--- config.mk ---
export PLATFORM = sky130hd
export DESIGN_NAME = xs_rom_req_arbiter
export DESIGN_NICKNAME = d
export VERILOG_FILES = /design/src/rtl/xs_rom_arb_pkg.sv /design/src/rtl/xs_rr_picker.sv /design/src/rtl/xs_rom_req_arbiter.sv
export SDC_FILE = /design/constraint.sdc
export NUM_CORES = 1
export LEC_CHECK = 0
export ABC_CLOCK_PERIOD_IN_PS = 3900
export BUFFER_PORTS_ARGS = -buffer_cell sky130_fd_sc_hd__buf_2
export CAP_MARGIN = 0
export CORE_ASPECT_RATIO = 1.2
export CORE_MARGIN = 2
export CORE_UTILIZATION = 47
export DETAILED_ROUTE_END_ITERATION = 12
export PLACE_DENSITY = 0.8
export SLEW_MARGIN = 10
export SYNTH_ARGS = -nofsm -noshare
export SYNTH_HDL_FRONTEND = slang
export SYNTH_SLANG_ARGS = --single-unit
--- constraint.sdc ---
create_clock -name CLK -period 3.9 [get_ports CLK]
set_clock_uncertainty 0.2 [all_clocks]
set_input_delay 0.78 -clock CLK [delete_from_list [all_inputs] [get_ports CLK]]
set_output_delay 0.78 -clock CLK [all_outputs]
set_load 0.01 [all_outputs]
--- src/rtl/xs_rom_arb_pkg.sv ---
// Shared types for the ROM request arbiter: FSM state encoding and channel-index width helper.
// Pure declarations, no logic.
package xs_rom_arb_pkg;

  typedef enum logic {IDLE, WAIT} state_t;

  function automatic int chidx_w(input int n);
    return (n <= 2) ? 1 : $clog2(n);
  endfunction

endpackage

--- src/rtl/xs_rr_picker.sv ---
// Combinational round-robin picker: first eligible channel at or after ptr_i, wrapping modulo NCH.
// Zero latency; vld_o low when nothing is eligible.
module xs_rr_picker
  import xs_rom_arb_pkg::*;
#(
  parameter int NCH = 3,
  parameter int IW  = chidx_w(NCH)
) (
  input  logic [NCH-1:0] elig_i,
  input  logic [IW-1:0]  ptr_i,
  output logic [IW-1:0]  gnt_o,
  output logic           vld_o
);

  int idx;

  always_comb begin
    gnt_o = '0;
    vld_o = 1'b0;
    idx   = 0;
    for (int k = 0; k < NCH; k++) begin
      idx = int'(ptr_i) + k;
      if (idx >= NCH) idx = idx - NCH;
      if (!vld_o && elig_i[idx]) begin
        vld_o = 1'b1;
        gnt_o = IW'(idx);
      end
    end
  end

endmodule

--- src/rtl/xs_rom_req_arbiter.sv ---
// N-channel round-robin arbiter of layer ROM fetches onto one SDRAM read port; req->rdy = mem latency + 2.
// Define XS_ROM_CACHE_EN for a per-channel last-word cache (hits answer in 1 cycle, no grant).
module xs_rom_req_arbiter
  import xs_rom_arb_pkg::*;
#(
  parameter int NCH = 3,
  parameter int AW  = 25,
  parameter int DW  = 16
) (
  input  logic                    CLK,
  input  logic                    RST,
  input  logic [NCH*AW-1:0]       ch_addr,
  input  logic [NCH-1:0]          ch_req,
  output logic [NCH-1:0]          ch_rdy,
  output logic [NCH*DW-1:0]       ch_dout,
  output logic [AW-1:0]           mem_addr,
  output logic                    mem_req,
  input  logic                    mem_rdy,
  input  logic [DW-1:0]           mem_dout,
  output logic [$clog2(NCH)-1:0]  mem_ch,
  input  logic                    cache_flush
);

  localparam int IW = chidx_w(NCH);

  state_t          state_q, state_d;
  logic [IW-1:0]   ptr_q, ptr_d;
  logic [NCH-1:0]  mask_q;
  logic            mem_req_q, mem_req_d;
  logic [AW-1:0]   mem_addr_q, mem_addr_d;
  logic [IW-1:0]   mem_ch_q, mem_ch_d;
  logic [NCH-1:0]  ch_rdy_q, ch_rdy_d;
  logic [DW-1:0]   dout_q [NCH];
  logic [NCH-1:0]  dout_we;
  logic [DW-1:0]   dout_wd [NCH];
  logic [NCH-1:0]  hit;
  logic [DW-1:0]   hit_dat [NCH];
  logic [NCH-1:0]  elig;
  logic [IW-1:0]   gnt;
  logic            gnt_vld;

`ifdef XS_ROM_CACHE_EN
  logic [AW-1:0]   tag_q [NCH];
  logic [DW-1:0]   cdat_q [NCH];
  logic [NCH-1:0]  cvld_q;
  logic            fill;

  assign fill = (state_q == WAIT) && mem_rdy;

  // The channel currently in flight never hits; its completion owns ch_rdy/ch_dout.
  always_comb begin
    hit = '0;
    for (int i = 0; i < NCH; i++) begin
      hit_dat[i] = cdat_q[i];
      hit[i] = ch_req[i] && !mask_q[i] && cvld_q[i] &&
               (ch_addr[i*AW +: AW] == tag_q[i]) &&
               !((state_q == WAIT) && (mem_ch_q == IW'(i)));
    end
  end

  always_ff @(posedge CLK or posedge RST) begin
    if (RST) begin
      cvld_q <= '0;
      for (int i = 0; i < NCH; i++) begin
        tag_q[i]  <= '0;
        cdat_q[i] <= '0;
      end
    end else begin
      for (int i = 0; i < NCH; i++) begin
        if (fill && (mem_ch_q == IW'(i))) begin
          tag_q[i]  <= mem_addr_q;
          cdat_q[i] <= mem_dout;
          cvld_q[i] <= !cache_flush;
        end else if (cache_flush) begin
          cvld_q[i] <= 1'b0;
        end
      end
    end
  end
`else
  logic unused_flush;
  assign unused_flush = cache_flush;

  always_comb begin
    hit = '0;
    for (int i = 0; i < NCH; i++) hit_dat[i] = '0;
  end
`endif

  assign elig = ch_req & ~mask_q & ~hit;

  xs_rr_picker #(.NCH(NCH), .IW(IW)) u_picker (
    .elig_i (elig),
    .ptr_i  (ptr_q),
    .gnt_o  (gnt),
    .vld_o  (gnt_vld)
  );

  always_comb begin
    state_d    = state_q;
    ptr_d      = ptr_q;
    mem_req_d  = mem_req_q;
    mem_addr_d = mem_addr_q;
    mem_ch_d   = mem_ch_q;
    ch_rdy_d   = hit;
    dout_we    = hit;
    for (int i = 0; i < NCH; i++) dout_wd[i] = hit_dat[i];

    case (state_q)
      IDLE: begin
        if (gnt_vld) begin
          for (int i = 0; i < NCH; i++)
            if (gnt == IW'(i)) mem_addr_d = ch_addr[i*AW +: AW];
          mem_ch_d  = gnt;
          mem_req_d = 1'b1;
          state_d   = WAIT;
        end
      end
      WAIT: begin
        if (mem_rdy) begin
          mem_req_d = 1'b0;
          // Data lands even if the requester let go; only the pulse is suppressed.
          for (int i = 0; i < NCH; i++) begin
            if (mem_ch_q == IW'(i)) begin
              dout_we[i]  = 1'b1;
              dout_wd[i]  = mem_dout;
              ch_rdy_d[i] = ch_req[i];
            end
          end
          ptr_d   = (mem_ch_q == IW'(NCH - 1)) ? '0 : mem_ch_q + IW'(1);
          state_d = IDLE;
        end
      end
      default: state_d = IDLE;
    endcase
  end

  always_ff @(posedge CLK or posedge RST) begin
    if (RST) begin
      state_q    <= IDLE;
      ptr_q      <= '0;
      mask_q     <= '0;
      mem_req_q  <= 1'b0;
      mem_addr_q <= '0;
      mem_ch_q   <= '0;
      ch_rdy_q   <= '0;
      for (int i = 0; i < NCH; i++) dout_q[i] <= '0;
    end else begin
      state_q    <= state_d;
      ptr_q      <= ptr_d;
      mask_q     <= ch_rdy_d;
      mem_req_q  <= mem_req_d;
      mem_addr_q <= mem_addr_d;
      mem_ch_q   <= mem_ch_d;
      ch_rdy_q   <= ch_rdy_d;
      for (int i = 0; i < NCH; i++)
        if (dout_we[i]) dout_q[i] <= dout_wd[i];
    end
  end

  assign ch_rdy   = ch_rdy_q;
  assign mem_req  = mem_req_q;
  assign mem_addr = mem_addr_q;
  assign mem_ch   = mem_ch_q;

  for (genvar g = 0; g < NCH; g++) begin : g_dout
    assign ch_dout[g*DW +: DW] = dout_q[g];
  end

endmodule

==> impl_table.tex, run 1 <==
\begin{tabular}{lr}
\hline
Metric & Value \\
\hline
\multicolumn{2}{l}{\textbf{Status}} \\
Outcome & finished, final reports clean \\
\multicolumn{2}{l}{\textbf{Layout}} \\
Nets@finish & a little under 600 \\
Share of cells above drive strength 1 & 60.1\% \\
Antenna Cells & 0 \\
Finished Cell Area & between 0.005 and 0.006 mm² \\
Syn-to-layout area delta & 30.4\% \\
Final std cells w/o fill & 603 \\
\multicolumn{2}{l}{\textbf{Timing}} \\
Number of hold violations in the final report & 0 \\
Final setup violating endpoints & 0 \\
Setup Total Neg Slack & 0 ns \\
Period utilization & 78.9\% \\
Remaining max-slew budget at the tightest pin & 33.3\% \\
Maximum frequency from static timing analysis & 325 MHz \\
Pins over their slew limit & 0 \\
Tmin final & 3.08 ns \\
Transition time at the pin with the least slew margin & 0.996 ns \\
Setup repair after global routing missed its margin & no \\
\multicolumn{2}{l}{\textbf{Worst setup path}} \\
Nature of the critical path endpoint & flop \\
Required time of the worst setup path & 3.97 ns \\
CP arrival & 3.15 ns \\
Critical path fanouts, max & 28 \\
Critical path class & flop to flop \\
Launching element type of the critical path & flop \\
\multicolumn{2}{l}{\textbf{Power}} \\
Lkg Pwr & 2.66 nW \\
Final Power & 4.34 mW \\
Worst vdd rail ir drop & 0.441 mV \\
Total power per unit cell area & 841 mW/mm² \\
\multicolumn{2}{l}{\textbf{Route}} \\
DRC violation count after routing & 0 \\
Via total after detailed routing & 3125 \\
Routed wire length & 9400 µm \\
Detail-routed via count per cell & 5.18 \\
Number of violations reported at the end of detailed-routing iteration 0 & between 100 and 150 \\
Average wire per cell in the routed design & 15.6 µm \\
First-pass detailed-route iteration total & 4 \\
Remaining number of nets flagged by the antenna check after routing & 0 \\
\multicolumn{2}{l}{\textbf{Die}} \\
Starting density of the core & between 40\% and 50\% \\
Die footprint & about 0.0092 mm² \\
Horiz. Die Dim & 87.7 µm \\
Row Count & 36 \\
Die boundary height & 104 µm \\
Core Area & around 0.0082 mm² \\
Number of placed I/O pins & 177 \\
\multicolumn{2}{l}{\textbf{Logic synthesis}} \\
Syn\_nets & 406 \\
Count of unique library cells instantiated by Yosys & 43 \\
Prevailing post-synth register cell & sky130\_fd\_sc\_hd\_\_dfrtp\_1 \\
Post-synthesis cell count & 305 \\
Yosys warning total & 0 \\
Synthesis-stage register bit count & 82 \\
Number of flops mapped to enable cells by yosys & 0 \\
Post-synthesis sequential area ratio & between 50\% and 60\% \\
Mean Syn Cell Area & 13.0 µm² \\
Cell area after synthesis & 0.00395 mm² \\
Synth async-reset ratio & 100\% \\
\multicolumn{2}{l}{\textbf{Clock network}} \\
H-tree depth & 3 \\
CTS Buf Count & 9 \\
Clock-pin transition on the worst setup and hold timing paths & 0.09 ns \\
CTS tree & yes \\
Buffers inserted during post-CTS setup optimization & 0 \\
Clock latency at the later pin of the worst-skew pair & 0.35 ns \\
PostCTS Resize Cnt & 0 \\
Count of hold buffers inserted by post-cts repair & 0 \\
Clock root buffer master & sky130\_fd\_sc\_hd\_\_clkbuf\_8 \\
Clock Tree Buf Depth & 2 \\
Clock sink total & 82 \\
\multicolumn{2}{l}{\textbf{Run}} \\
Number of max-cap violations & 0 \\
\multicolumn{2}{l}{\textbf{Place}} \\
Placed cells & 587 \\
Last weighted congestion value of the routability-driven placer & around 0.76 \\
Post-Place Cell Area & 0.00495 mm² \\
Count of input and output buffers & 175 \\
Half-perimeter wire length of the detailed placement result & 6900 µm \\
\multicolumn{2}{l}{\textbf{Global route}} \\
Antenna violations before repair & 0 \\
Vias in the first global route & 3136 \\
Overall fraction of global-route tracks in use & 20.7\% \\
Remaining Overflow, GRT & 0 \\
First-pass GRT wire length & 14800 µm \\
Largest net degree at the start of global routing & 59 \\
\multicolumn{2}{l}{\textbf{Hold path}} \\
Min-Delay Path Class & flop to flop \\
\hline
\end{tabular}
cell families after synthesis:
group                    share of synthesized area [%]
AND/OR/NAND/NOR                                   13.0
AO/OA/AOI/OAI                                     10.3
flip-flops                                        51.9
multiplexers                                      20.3
adder cells (fa/ha/maj)                          0.949
buffers and inverters                             3.54
final timing paths:
| check | start | endpoint | slack, ns | cells after the start |
|---|---|---|---|---|
| min reg2reg | mem_addr[5]$_DFFE_PP0P_ | mem_addr[5]$_DFFE_PP0P_ | 0.29 | 2 |
| min | mem_addr[5]$_DFFE_PP0P_ | mem_addr[5]$_DFFE_PP0P_ | 0.29 | 2 |
| max reg2reg | ptr_q[1]$_DFFE_PP0P_ | mem_addr[24]$_DFFE_PP0P_ | 0.82 | 9 |
| max | ptr_q[1]$_DFFE_PP0P_ | mem_addr[24]$_DFFE_PP0P_ | 0.82 | 9 |
| min in group asynchronous | RST | ch_dout[24]$_DFFE_PP0P_ | 0.41 | 2 |
| max in group asynchronous | RST | ch_dout[22]$_DFFE_PP0P_ | 2.32 | 3 |
layout make-up:
| type | count | area [µm²] |
|---|---|---|
| clock buffers | 10 | 138 |
| clock inverters | 6 | 72.6 |
| fillers | 679 | 3000 |
| inverters | 6 | 23.8 |
| multi-input cells | 200 | 1780 |
| flip-flops and latches | 82 | 2050 |
| well taps | 114 | 143 |
| repair buffers | 185 | 951 |
cell usage in the layout (no fill, tap or decap), types with 2 or more instances in the layout:
cell type | synthesis | final
sky130_fd_sc_hd__inv_6 | 0 | 2
sky130_fd_sc_hd__nand3_1 | 6 | 6
sky130_fd_sc_hd__nor2_1 | 3 | 3
sky130_fd_sc_hd__a21oi_1 | 5 | 5
sky130_fd_sc_hd__ha_1 | 3 | 3
sky130_fd_sc_hd__nand2b_1 | 5 | 5
sky130_fd_sc_hd__nand3b_1 | 2 | 2
sky130_fd_sc_hd__clkbuf_8 | 0 | 10
sky130_fd_sc_hd__nand3_2 | 19 | 19
sky130_fd_sc_hd__buf_2 | 8 | 175
sky130_fd_sc_hd__mux2i_1 | 26 | 26
sky130_fd_sc_hd__inv_1 | 6 | 5
sky130_fd_sc_hd__nand2_1 | 32 | 32
sky130_fd_sc_hd__buf_4 | 1 | 10
sky130_fd_sc_hd__dfrtp_1 | 82 | 82
sky130_fd_sc_hd__a21o_1 | 2 | 2
sky130_fd_sc_hd__clkinv_4 | 0 | 2
sky130_fd_sc_hd__o211ai_2 | 19 | 19
sky130_fd_sc_hd__o211ai_1 | 6 | 6
sky130_fd_sc_hd__nor4bb_1 | 2 | 2
sky130_fd_sc_hd__mux2_2 | 48 | 48
routing by layer:
layer	vias up	share of wire (%)	routed length (µm)	track usage, %
met3	12	8.3	784	6.27
li1	1469	-	-	-
met4	0	1.6	147	8.13
met5	-	0	0	0
met1	1511	40	3780	24.5
met2	133	50	4690	34.6
synth_stat cells (all sizes together), types with 2 or more instances:
master,number,share of area [%]
mux2i,26,6.6
inv,6,0.57
dfrtp,82,52
a21o,2,0.38
nand3,25,5.6
nor3,2,0.25
nand3b,2,0.38
a21oi,6,0.85
clkbuf,3,0.28
ha,3,0.95
and2,2,0.32
nor2,3,0.28
o211ai,25,7.2
nand2b,5,0.79
nor4bb,2,0.51
buf,14,2.7
mux2,48,14
nand2,32,3.0
power by group:
part	switching, mW	internal, mW	total [mW]
Sequential	0.213	1.27	1.48
Combinational	1.21	1.00	2.21
Clock	0.322	0.320	0.642
critical path, cell delays in order, from the launching register on:
cell and delay (ns):
sky130_fd_sc_hd__dfrtp_1 0.42, sky130_fd_sc_hd__inv_1 0.07, sky130_fd_sc_hd__ha_1 0.33, sky130_fd_sc_hd__and4bb_1 0.25, sky130_fd_sc_hd__or4_4 0.57, sky130_fd_sc_hd__o41ai_4 0.37
sky130_fd_sc_hd__buf_4 0.36, sky130_fd_sc_hd__nand2_1 0.12, sky130_fd_sc_hd__and2_0 0.16, sky130_fd_sc_hd__a32oi_1 0.14
registers in the layout, summed over array words and instances, names as in the netlist:
signal	count
mem_req	1
mem_ch	2
state_q	1
ch_rdy	3
ch_dout	48
ptr_q	2
mem_addr	25
metrics by stage:
stage	hold slack, ns	util, %	setup WS [ns]
2_1_floorplan	0.279	-	0.812
3_3_place_gp	0.261	60.7	0.841
3_5_place_dp	0.270	60.7	0.789
4_1_cts	0.293	63.3	0.802
5_1_grt	0.319	63.3	0.630
6_report	0.290	63.3	0.821
No activity file was read; power rests on OpenSTA's default activity.
==> inputs of run 2 (changes only) <==
--- a/config.mk
+++ b/config.mk
@@ -5,14 +5,14 @@
 export SDC_FILE = /design/constraint.sdc
 export NUM_CORES = 1
 export LEC_CHECK = 0
-export ABC_CLOCK_PERIOD_IN_PS = 3900
+export ABC_CLOCK_PERIOD_IN_PS = 2730
 export BUFFER_PORTS_ARGS = -buffer_cell sky130_fd_sc_hd__buf_2
 export CAP_MARGIN = 0
 export CORE_ASPECT_RATIO = 1.2
 export CORE_MARGIN = 2
-export CORE_UTILIZATION = 47
+export CORE_UTILIZATION = 43
 export DETAILED_ROUTE_END_ITERATION = 12
-export PLACE_DENSITY = 0.8
+export PLACE_DENSITY = 0.77
 export SLEW_MARGIN = 10
 export SYNTH_ARGS = -nofsm -noshare
 export SYNTH_HDL_FRONTEND = slang
==> constraint.sdc (replaced) <==
create_clock -name CLK -period 2.73 [get_ports CLK]
set_clock_uncertainty 0.2 [all_clocks]
set_input_delay 0.546 -clock CLK [delete_from_list [all_inputs] [get_ports CLK]]
set_output_delay 0.546 -clock CLK [all_outputs]
set_load 0.01 [all_outputs]
==> impl_table.tex, run 2 (same netlist as run 1, synthesis figures left out) <==
\begin{tabular}{lr}
\hline
Metric & Value \\
\hline
\multicolumn{2}{l}{\textbf{Status}} \\
Outcome & finished, final reports clean (unchanged) \\
\multicolumn{2}{l}{\textbf{Global route}} \\
Overall fraction of global-route tracks in use & 21.5\% (was 20.7\%) \\
Antenna violations before repair & 0 (unchanged) \\
Vias in the first global route & 3314 (was 3136) \\
Remaining Overflow, GRT & 0 (unchanged) \\
Largest net degree at the start of global routing & 83 (was 59) \\
First-pass GRT wire length & 16600 µm (was 14800 µm) \\
\multicolumn{2}{l}{\textbf{Timing}} \\
Worst hold slack across all endpoints & 0.0831 ns (was 0.290 ns) \\
Setup repair after global routing missed its margin & yes (was no) \\
Tmin final & 2.66 ns (was 3.08 ns) \\
Final setup violating endpoints & 0 (unchanged) \\
Pins over their slew limit & 0 (unchanged) \\
Period utilization & 97.5\% (was 78.9\%) \\
Remaining max-slew budget at the tightest pin & 62.8\% (was 33.3\%) \\
Maximum frequency from static timing analysis & 376 MHz (was 325 MHz) \\
Setup Total Neg Slack & 0 ns (unchanged) \\
Transition time at the pin with the least slew margin & 0.555 ns (was 0.996 ns) \\
Number of hold violations in the final report & 0 (unchanged) \\
\multicolumn{2}{l}{\textbf{Worst setup path}} \\
Worst reg2reg path depth & 9 (unchanged) \\
Crit-path cells & inv\_2, ha\_4, nor4bb\_1, or4\_4, or3\_4, o21a\_4, clkbuf\_16, nand3\_2, o211ai\_2 (was inv\_1, ha\_1, and4bb\_1, or4\_4, o41ai\_4, buf\_4, nand2\_1, and2\_0, a32oi\_1) \\
Nature of the critical path endpoint & flop (unchanged) \\
Critical path's largest stage delay & 0.54 ns (was 0.57 ns) \\
Critical path class & flop to flop (unchanged) \\
Critical Path Slowest Stage Cell & sky130\_fd\_sc\_hd\_\_or4\_4 (unchanged) \\
Required time of the worst setup path & 2.78 ns (was 3.97 ns) \\
CP arrival & 2.71 ns (was 3.15 ns) \\
Launching element type of the critical path & flop (unchanged) \\
Critical path fanouts, max & 6 (was 28) \\
\multicolumn{2}{l}{\textbf{Die}} \\
Core Area & 0.00899 mm² (was 0.00815 mm²) \\
Die boundary height & 109 µm (was 104 µm) \\
Row Count & 38 (was 36) \\
Starting density of the core & 44.0\% (was 48.5\%) \\
Number of placed I/O pins & 177 (unchanged) \\
Horiz. Die Dim & 91.5 µm (was 87.7 µm) \\
Die footprint & 0.00998 mm² (was 0.00916 mm²) \\
\multicolumn{2}{l}{\textbf{Layout}} \\
Most frequent cells in the layout & 175 x sky130\_fd\_sc\_hd\_\_buf\_2, 81 x sky130\_fd\_sc\_hd\_\_dfrtp\_1, 48 x sky130\_fd\_sc\_hd\_\_mux2\_2 (was 175 x sky130\_fd\_sc\_hd\_\_buf\_2, 82 x sky130\_fd\_sc\_hd\_\_dfrtp\_1, 48 x sky130\_fd\_sc\_hd\_\_mux2\_2) \\
Multi-input combinational cell area & 0.00186 mm² (was 0.00178 mm²) \\
Syn-to-layout area delta & 40.0\% (was 30.4\%) \\
Antenna Cells & 0 (unchanged) \\
Most frequent standard cell in the layout excluding fill and tap cells & sky130\_fd\_sc\_hd\_\_buf\_2 (unchanged) \\
Final std cells w/o fill & 627 (was 603) \\
Largest register FFs & 48 (unchanged) \\
Post-route core utilization & 61.6\% (was 63.3\%) \\
Nets@finish & 603 (was 585) \\
Filler Cells Inserted & 696 (was 679) \\
Share of cells above drive strength 1 & 63.7\% (was 60.1\%) \\
Area taken by flip-flops and latches & 0.00205 mm² (about the same) \\
\multicolumn{2}{l}{\textbf{Route}} \\
Number of violations reported at the end of detailed-routing iteration 0 & 152 (was 119) \\
Average wire per cell in the routed design & 17.0 µm (was 15.6 µm) \\
Detail-routed via count per cell & 5.14 (was 5.18) \\
Via total after detailed routing & 3220 (was 3125) \\
DRC violation count after routing & 0 (unchanged) \\
First-pass detailed-route iteration total & 6 (was 4) \\
Routed wire length & 10700 µm (was 9400 µm) \\
Remaining number of nets flagged by the antenna check after routing & 0 (unchanged) \\
\multicolumn{2}{l}{\textbf{Clock network}} \\
Clock sink total & 82 (unchanged) \\
H-tree depth & 3 (unchanged) \\
Count of hold buffers inserted by post-cts repair & 0 (unchanged) \\
Clock Tree Buf Depth & 2 (unchanged) \\
CTS Buf Count & 9 (unchanged) \\
Clock latency at the later pin of the worst-skew pair & 0.36 ns (was 0.35 ns) \\
Clock root buffer master & sky130\_fd\_sc\_hd\_\_clkbuf\_8 (unchanged) \\
Clock-pin transition on the worst setup and hold timing paths & 0.09 ns (about the same) \\
CTS tree & yes (unchanged) \\
\multicolumn{2}{l}{\textbf{Power}} \\
Lkg Pwr & 2.81 nW (was 2.66 nW) \\
Total power per unit cell area & 1260 mW/mm² (was 841 mW/mm²) \\
Worst vdd rail ir drop & 0.839 mV (was 0.441 mV) \\
\multicolumn{2}{l}{\textbf{Place}} \\
Placed cells & 604 (was 587) \\
Last weighted congestion value of the routability-driven placer & 0.806 (was 0.764) \\
Count of input and output buffers & 175 (unchanged) \\
Half-perimeter wire length of the detailed placement result & 7310 µm (was 6900 µm) \\
\multicolumn{2}{l}{\textbf{Hold path}} \\
Min-Delay Path Class & primary input to asynchronous set/reset pin (was flop to flop) \\
\multicolumn{2}{l}{\textbf{Run}} \\
Number of max-cap violations & 0 (unchanged) \\
\hline
\end{tabular}
==> run 2: where the power goes <==
group	leakage, nW	total [mW]	internal [mW]	switching, mW
clock	0.117	1.02	0.534	0.487
sequential	0.997	2.13	1.81	0.313
combinational	1.70	3.85	1.89	1.96
==> run 2: worst paths after layout <==
path / from / endpoint / slack (ns)
hold / removal: RST / mem_addr[5]$_DFFE_PP0P_ / 0.08
max in group asynchronous: RST / ptr_q[1]$_DFFE_PP0P_ / 1.88
min in group CLK: ch_addr[58] / mem_addr[8]$_DFFE_PP0P_ / 0.21
setup / recovery: ptr_q[0]$_DFFE_PP0P_ / mem_addr[7]$_DFFE_PP0P_ / 0.07
hold reg to reg: mem_addr[8]$_DFFE_PP0P_ / mem_addr[8]$_DFFE_PP0P_ / 0.29
setup reg to reg: ptr_q[0]$_DFFE_PP0P_ / mem_addr[7]$_DFFE_PP0P_ / 0.07
==> run 2: what timing repair did <==
item | in CTS | in global routing
setup endpoints to repair | 25 | 26
cloned | 2 | 1
buffers inserted | 3 | 1
resized for setup | 9 | 12
pin swaps | 5 | 9
==> run 2: through the flow <==
stage	power [mW]	setup WS [ns]	instance area [µm²]
floorplan	4.32	0.0359	3960
global placement	5.47	-0.0348	5100
detailed placement	5.59	-0.0633	5100
CTS	6.91	0.0366	5450
global route	7.45	-0.0191	5530
finish	7.00	0.0670	5530
==> run 2: cell type report <==
class,instances,share of cell area [%]
Tap cell,120,2.71
Multi-Input combinational cell,200,33.6
Sequential cell,82,37.1
Timing Repair Buffer,203,21.9
Clock inverter,7,1.92
Clock buffer,9,2.24
Inverter,6,0.475
==> run 2: worst max-delay path: cells and delay by family, from the launching register on <==
kind,cells,cell delay [ns]
AND/OR/NAND/NOR,4,1.10
flip-flops,1,0.41
AO/OA/AOI/OAI,2,0.35
buffers and inverters,2,0.27
adder cells (fa/ha/maj),1,0.21
==> run 2: metal layers <==
layer / track usage, % / part of all wire, % / vias up
li1: - / - / 1504
met1: 24.4 / 39 / 1559
met2: 37.5 / 50 / 146
met3: 8.64 / 10 / 11
met4: 6.17 / 0.95 / 0
met5: 0 / 0 / -
==> inputs of run 3 (changes only) <==
--- a/config.mk
+++ b/config.mk
@@ -8,7 +8,7 @@
 export ABC_CLOCK_PERIOD_IN_PS = 2730
 export BUFFER_PORTS_ARGS = -buffer_cell sky130_fd_sc_hd__buf_2
 export CAP_MARGIN = 0
-export CORE_ASPECT_RATIO = 1.2
+export CORE_ASPECT_RATIO = 0.7
 export CORE_MARGIN = 2
 export CORE_UTILIZATION = 43
 export DETAILED_ROUTE_END_ITERATION = 12
==> impl_table.tex, run 3 (same netlist as run 1, synthesis figures left out) <==
\begin{tabular}{lr}
\hline
Metric & Value \\
\hline
\multicolumn{2}{l}{\textbf{Status}} \\
Outcome & finished with violations (was finished, final reports clean) \\
Failing checks & negative setup slack \\
\multicolumn{2}{l}{\textbf{Die}} \\
Starting density of the core & 43.9\% (was 44.0\%) \\
Die footprint & 0.00999 mm² (was 0.00998 mm²) \\
Core Area & 0.00900 mm² (was 0.00899 mm²) \\
Die boundary height & 84.2 µm (was 109 µm) \\
Number of placed I/O pins & 177 (unchanged) \\
Horiz. Die Dim & 119 µm (was 91.5 µm) \\
Row Count & 29 (was 38) \\
\multicolumn{2}{l}{\textbf{Clock network}} \\
Clock root buffer master & sky130\_fd\_sc\_hd\_\_clkbuf\_16 (was sky130\_fd\_sc\_hd\_\_clkbuf\_8) \\
Clock-pin transition on the worst setup and hold timing paths & 0.06 ns (was 0.09 ns) \\
H-tree depth & 3 (unchanged) \\
Clock sink total & 82 (unchanged) \\
CTS Buf Count & 9 (unchanged) \\
Clock Tree Buf Depth & 2 (unchanged) \\
Count of hold buffers inserted by post-cts repair & 0 (unchanged) \\
Clock latency at the later pin of the worst-skew pair & 0.33 ns (was 0.36 ns) \\
CTS tree & yes (unchanged) \\
\multicolumn{2}{l}{\textbf{Worst setup path}} \\
Required time of the worst setup path & 2.73 ns (was 2.78 ns) \\
Critical path class & flop to flop (unchanged) \\
Worst reg2reg path depth & 10 (was 9) \\
Critical path's largest stage delay & 0.56 ns (was 0.54 ns) \\
Critical path fanouts, max & 8 (was 6) \\
Most common cell type on the critical path & sky130\_fd\_sc\_hd\_\_buf\_12 \\
Launching element type of the critical path & flop (unchanged) \\
Combined buffer and inverter count along the critical path & 4 (was 2) \\
Crit-path cells & inv\_2, ha\_4, nor4bb\_1, or4\_4, buf\_6, o41ai\_4, a211o\_4, buf\_12, buf\_12, o211ai\_2 (was inv\_2, ha\_4, nor4bb\_1, or4\_4, or3\_4, o21a\_4, clkbuf\_16, nand3\_2, o211ai\_2) \\
Capturing instance or port of the critical path & mem\_addr[4]\$\_DFFE\_PP0P\_ (was mem\_addr[7]\$\_DFFE\_PP0P\_) \\
Setup slack, reg-to-reg & -0.005 ns (was 0.07 ns) \\
Startpoint of the lowest-slack register-to-register path & ptr\_q[0]\$\_DFFE\_PP0P\_ (unchanged) \\
Critical path launch point & ptr\_q[0]\$\_DFFE\_PP0P\_ (unchanged) \\
Crit path max-delay family & simple AND/OR/NAND/NOR gates (unchanged) \\
Critical Path Slowest Stage Cell & sky130\_fd\_sc\_hd\_\_or4\_4 (unchanged) \\
Crit. path cell count & 10 (was 9) \\
CP arrival & 2.74 ns (was 2.71 ns) \\
End of the worst register-to-register path & mem\_addr[4]\$\_DFFE\_PP0P\_ (was mem\_addr[7]\$\_DFFE\_PP0P\_) \\
Nature of the critical path endpoint & flop (unchanged) \\
\multicolumn{2}{l}{\textbf{Global route}} \\
Overall fraction of global-route tracks in use & 21.4\% (was 21.5\%) \\
Antenna violations before repair & 0 (unchanged) \\
First-pass GRT wire length & 17100 µm (was 16600 µm) \\
Vias in the first global route & 3463 (was 3314) \\
Largest net degree at the start of global routing & 83 (unchanged) \\
Remaining Overflow, GRT & 0 (unchanged) \\
\multicolumn{2}{l}{\textbf{Place}} \\
Last weighted congestion value of the routability-driven placer & 0.832 (was 0.806) \\
Count of input and output buffers & 175 (unchanged) \\
Post-Place Cell Area & 0.00511 mm² (was 0.00510 mm²) \\
Post-placement worst setup slack & -0.0739 ns (was -0.0633 ns) \\
Half-perimeter wire length of the detailed placement result & 7280 µm (was 7310 µm) \\
\multicolumn{2}{l}{\textbf{Power}} \\
Total power per unit cell area & 1310 mW/mm² (was 1260 mW/mm²) \\
Internal power of the cells & 4.75 mW (was 4.23 mW) \\
Lkg Pwr & 2.89 nW (was 2.81 nW) \\
Logic pwr share & 53.5\% (was 55.0\%) \\
Clock network fraction of total power & 18.4\% (was 14.6\%) \\
Power spent charging and discharging nets & 2.79 mW (was 2.76 mW) \\
Worst vdd rail ir drop & 0.540 mV (was 0.839 mV) \\
Seq pwr share & 28.2\% (was 30.4\%) \\
Net switching share of the total power & 37.0\% (was 39.5\%) \\
\multicolumn{2}{l}{\textbf{Timing}} \\
Tmin final & 2.73 ns (was 2.66 ns) \\
Final setup violating endpoints & 1 (was 0) \\
Setup repair after global routing missed its margin & yes (unchanged) \\
Period utilization & 100\% (was 97.5\%) \\
Worst setup slack after layout & -0.00496 ns (was 0.0670 ns) \\
Maximum frequency from static timing analysis & 366 MHz (was 376 MHz) \\
Transition time at the pin with the least slew margin & 0.552 ns (was 0.555 ns) \\
Remaining max-slew budget at the tightest pin & 63.0\% (was 62.8\%) \\
Pins over their slew limit & 0 (unchanged) \\
Number of hold violations in the final report & 0 (unchanged) \\
\multicolumn{2}{l}{\textbf{Layout}} \\
Filler Cells Inserted & 755 (was 696) \\
Syn-to-layout area delta & 45.5\% (was 40.0\%) \\
Antenna Cells & 0 (unchanged) \\
Most frequent standard cell in the layout excluding fill and tap cells & sky130\_fd\_sc\_hd\_\_buf\_2 (unchanged) \\
Most frequent cells in the layout & 175 x sky130\_fd\_sc\_hd\_\_buf\_2, 82 x sky130\_fd\_sc\_hd\_\_dfrtp\_1, 48 x sky130\_fd\_sc\_hd\_\_mux2\_2 (was 175 x sky130\_fd\_sc\_hd\_\_buf\_2, 81 x sky130\_fd\_sc\_hd\_\_dfrtp\_1, 48 x sky130\_fd\_sc\_hd\_\_mux2\_2) \\
Largest register FFs & 48 (unchanged) \\
Finished Cell Area & 0.00575 mm² (was 0.00553 mm²) \\
Share of cells above drive strength 1 & 63.9\% (was 63.7\%) \\
Nets@finish & 606 (was 603) \\
\multicolumn{2}{l}{\textbf{Route}} \\
Via total after detailed routing & 3222 (was 3220) \\
Remaining number of nets flagged by the antenna check after routing & 0 (unchanged) \\
Average wire per cell in the routed design & 16.4 µm (was 17.0 µm) \\
DRC violation count after routing & 0 (unchanged) \\
Detail-routed via count per cell & 5.08 (was 5.14) \\
First-pass detailed-route iteration total & 4 (was 6) \\
Routed wire length & 10400 µm (was 10700 µm) \\
Number of violations reported at the end of detailed-routing iteration 0 & 151 (was 152) \\
\multicolumn{2}{l}{\textbf{Run}} \\
Number of max-cap violations & 0 (unchanged) \\
\multicolumn{2}{l}{\textbf{Hold path}} \\
Min-Delay Path Class & primary input to asynchronous set/reset pin (unchanged) \\
\hline
\end{tabular}
==> run 3: changes by cell type in the layout (fill, tap and decap cells not counted), sizes merged <==
cell / previous run / this run
bufinv: 2 / 3
clkbuf: 10 / 14
clkinv: 0 / 1
inv: 10 / 5
buf: 202 / 204
==> run 3: power by group through the flow <==
stage,Combinational [mW],Sequential (mW),Clock [mW]
2_1_floorplan,1.93,2.39,0
6_report,4.03,2.12,1.38
3_3_place_gp,3.35,2.11,0
4_1_cts,3.84,2.12,1.42
5_1_grt,4.34,2.20,1.47
3_5_place_dp,3.46,2.13,0
==> run 3: worst min path at each step <==
stage                              start              endpoint  slack [ns]
finish                               RST   ch_rdy[2]$_DFF_PP0_        0.14
global route                         RST   ch_rdy[0]$_DFF_PP0_        0.16
CTS                                  RST   ch_rdy[2]$_DFF_PP0_        0.15
detailed placement   mem_req$_DFFE_PP0P_   mem_req$_DFFE_PP0P_        0.27
global placement     mem_req$_DFFE_PP0P_   mem_req$_DFFE_PP0P_        0.26
floorplan           ptr_q[0]$_DFFE_PP0P_  ptr_q[0]$_DFFE_PP0P_        0.28
==> run 3: repair_timing <==
action / 4_1_cts / 5_1_grt
pin swaps: 4 / 17
resized for setup: 10 / 17
buffers inserted: 6 / 0
cloned: 2 / 2
endpoints found under the hold margin: 0 / 0
endpoints found under the setup margin: 25 / 26
==> run 3: area by class of cell <==
| class | count | area, µm² | share of cell area (%) |
|---|---|---|---|
| clock buffers | 12 | 246 | 4.29 |
| flip-flops and latches | 82 | 2050 | 35.7 |
| multi-input cells | 200 | 1900 | 33.0 |
| well taps | 124 | 155 | 2.70 |
| clock inverters | 4 | 98.8 | 1.72 |
| repair buffers | 206 | 1270 | 22.1 |
| inverters | 6 | 26.3 | 0.457 |
==> run 3: routing by layer <==
layer  global-route usage [%]  vias up  share of wire, %
met5                        0        -                 0
met4                     8.01        0               2.0
met3                     4.96       21               4.2
met2                     35.7       83                50
met1                     27.3     1599                43
li1                         -     1519                 -
==> run 3: tightest hold or removal path, stage by stage <==
cell and delay [ns]:
sky130_fd_sc_hd__buf_2 0.11, sky130_fd_sc_hd__clkinvlp_4 0.07, sky130_fd_sc_hd__buf_12 0.36
==> run 3: metrics by stage <==
| stage | cells | utilization [%] | hold WS (ns) | power (mW) | TNS (ns) |
|---|---|---|---|---|---|
| CTS | 632 | 62.3 | 0.150 | 7.38 | 0 |
| detailed placement | 608 | 56.8 | 0.267 | 5.59 | -0.510 |
| global route | 634 | 63.9 | 0.158 | 8.01 | -1.02 |
| global placement | 608 | 56.8 | 0.265 | 5.46 | 0 |
| finish | 634 | 63.9 | 0.141 | 7.54 | -0.00496 |
| floorplan | 305 | - | 0.279 | 4.32 | 0 |
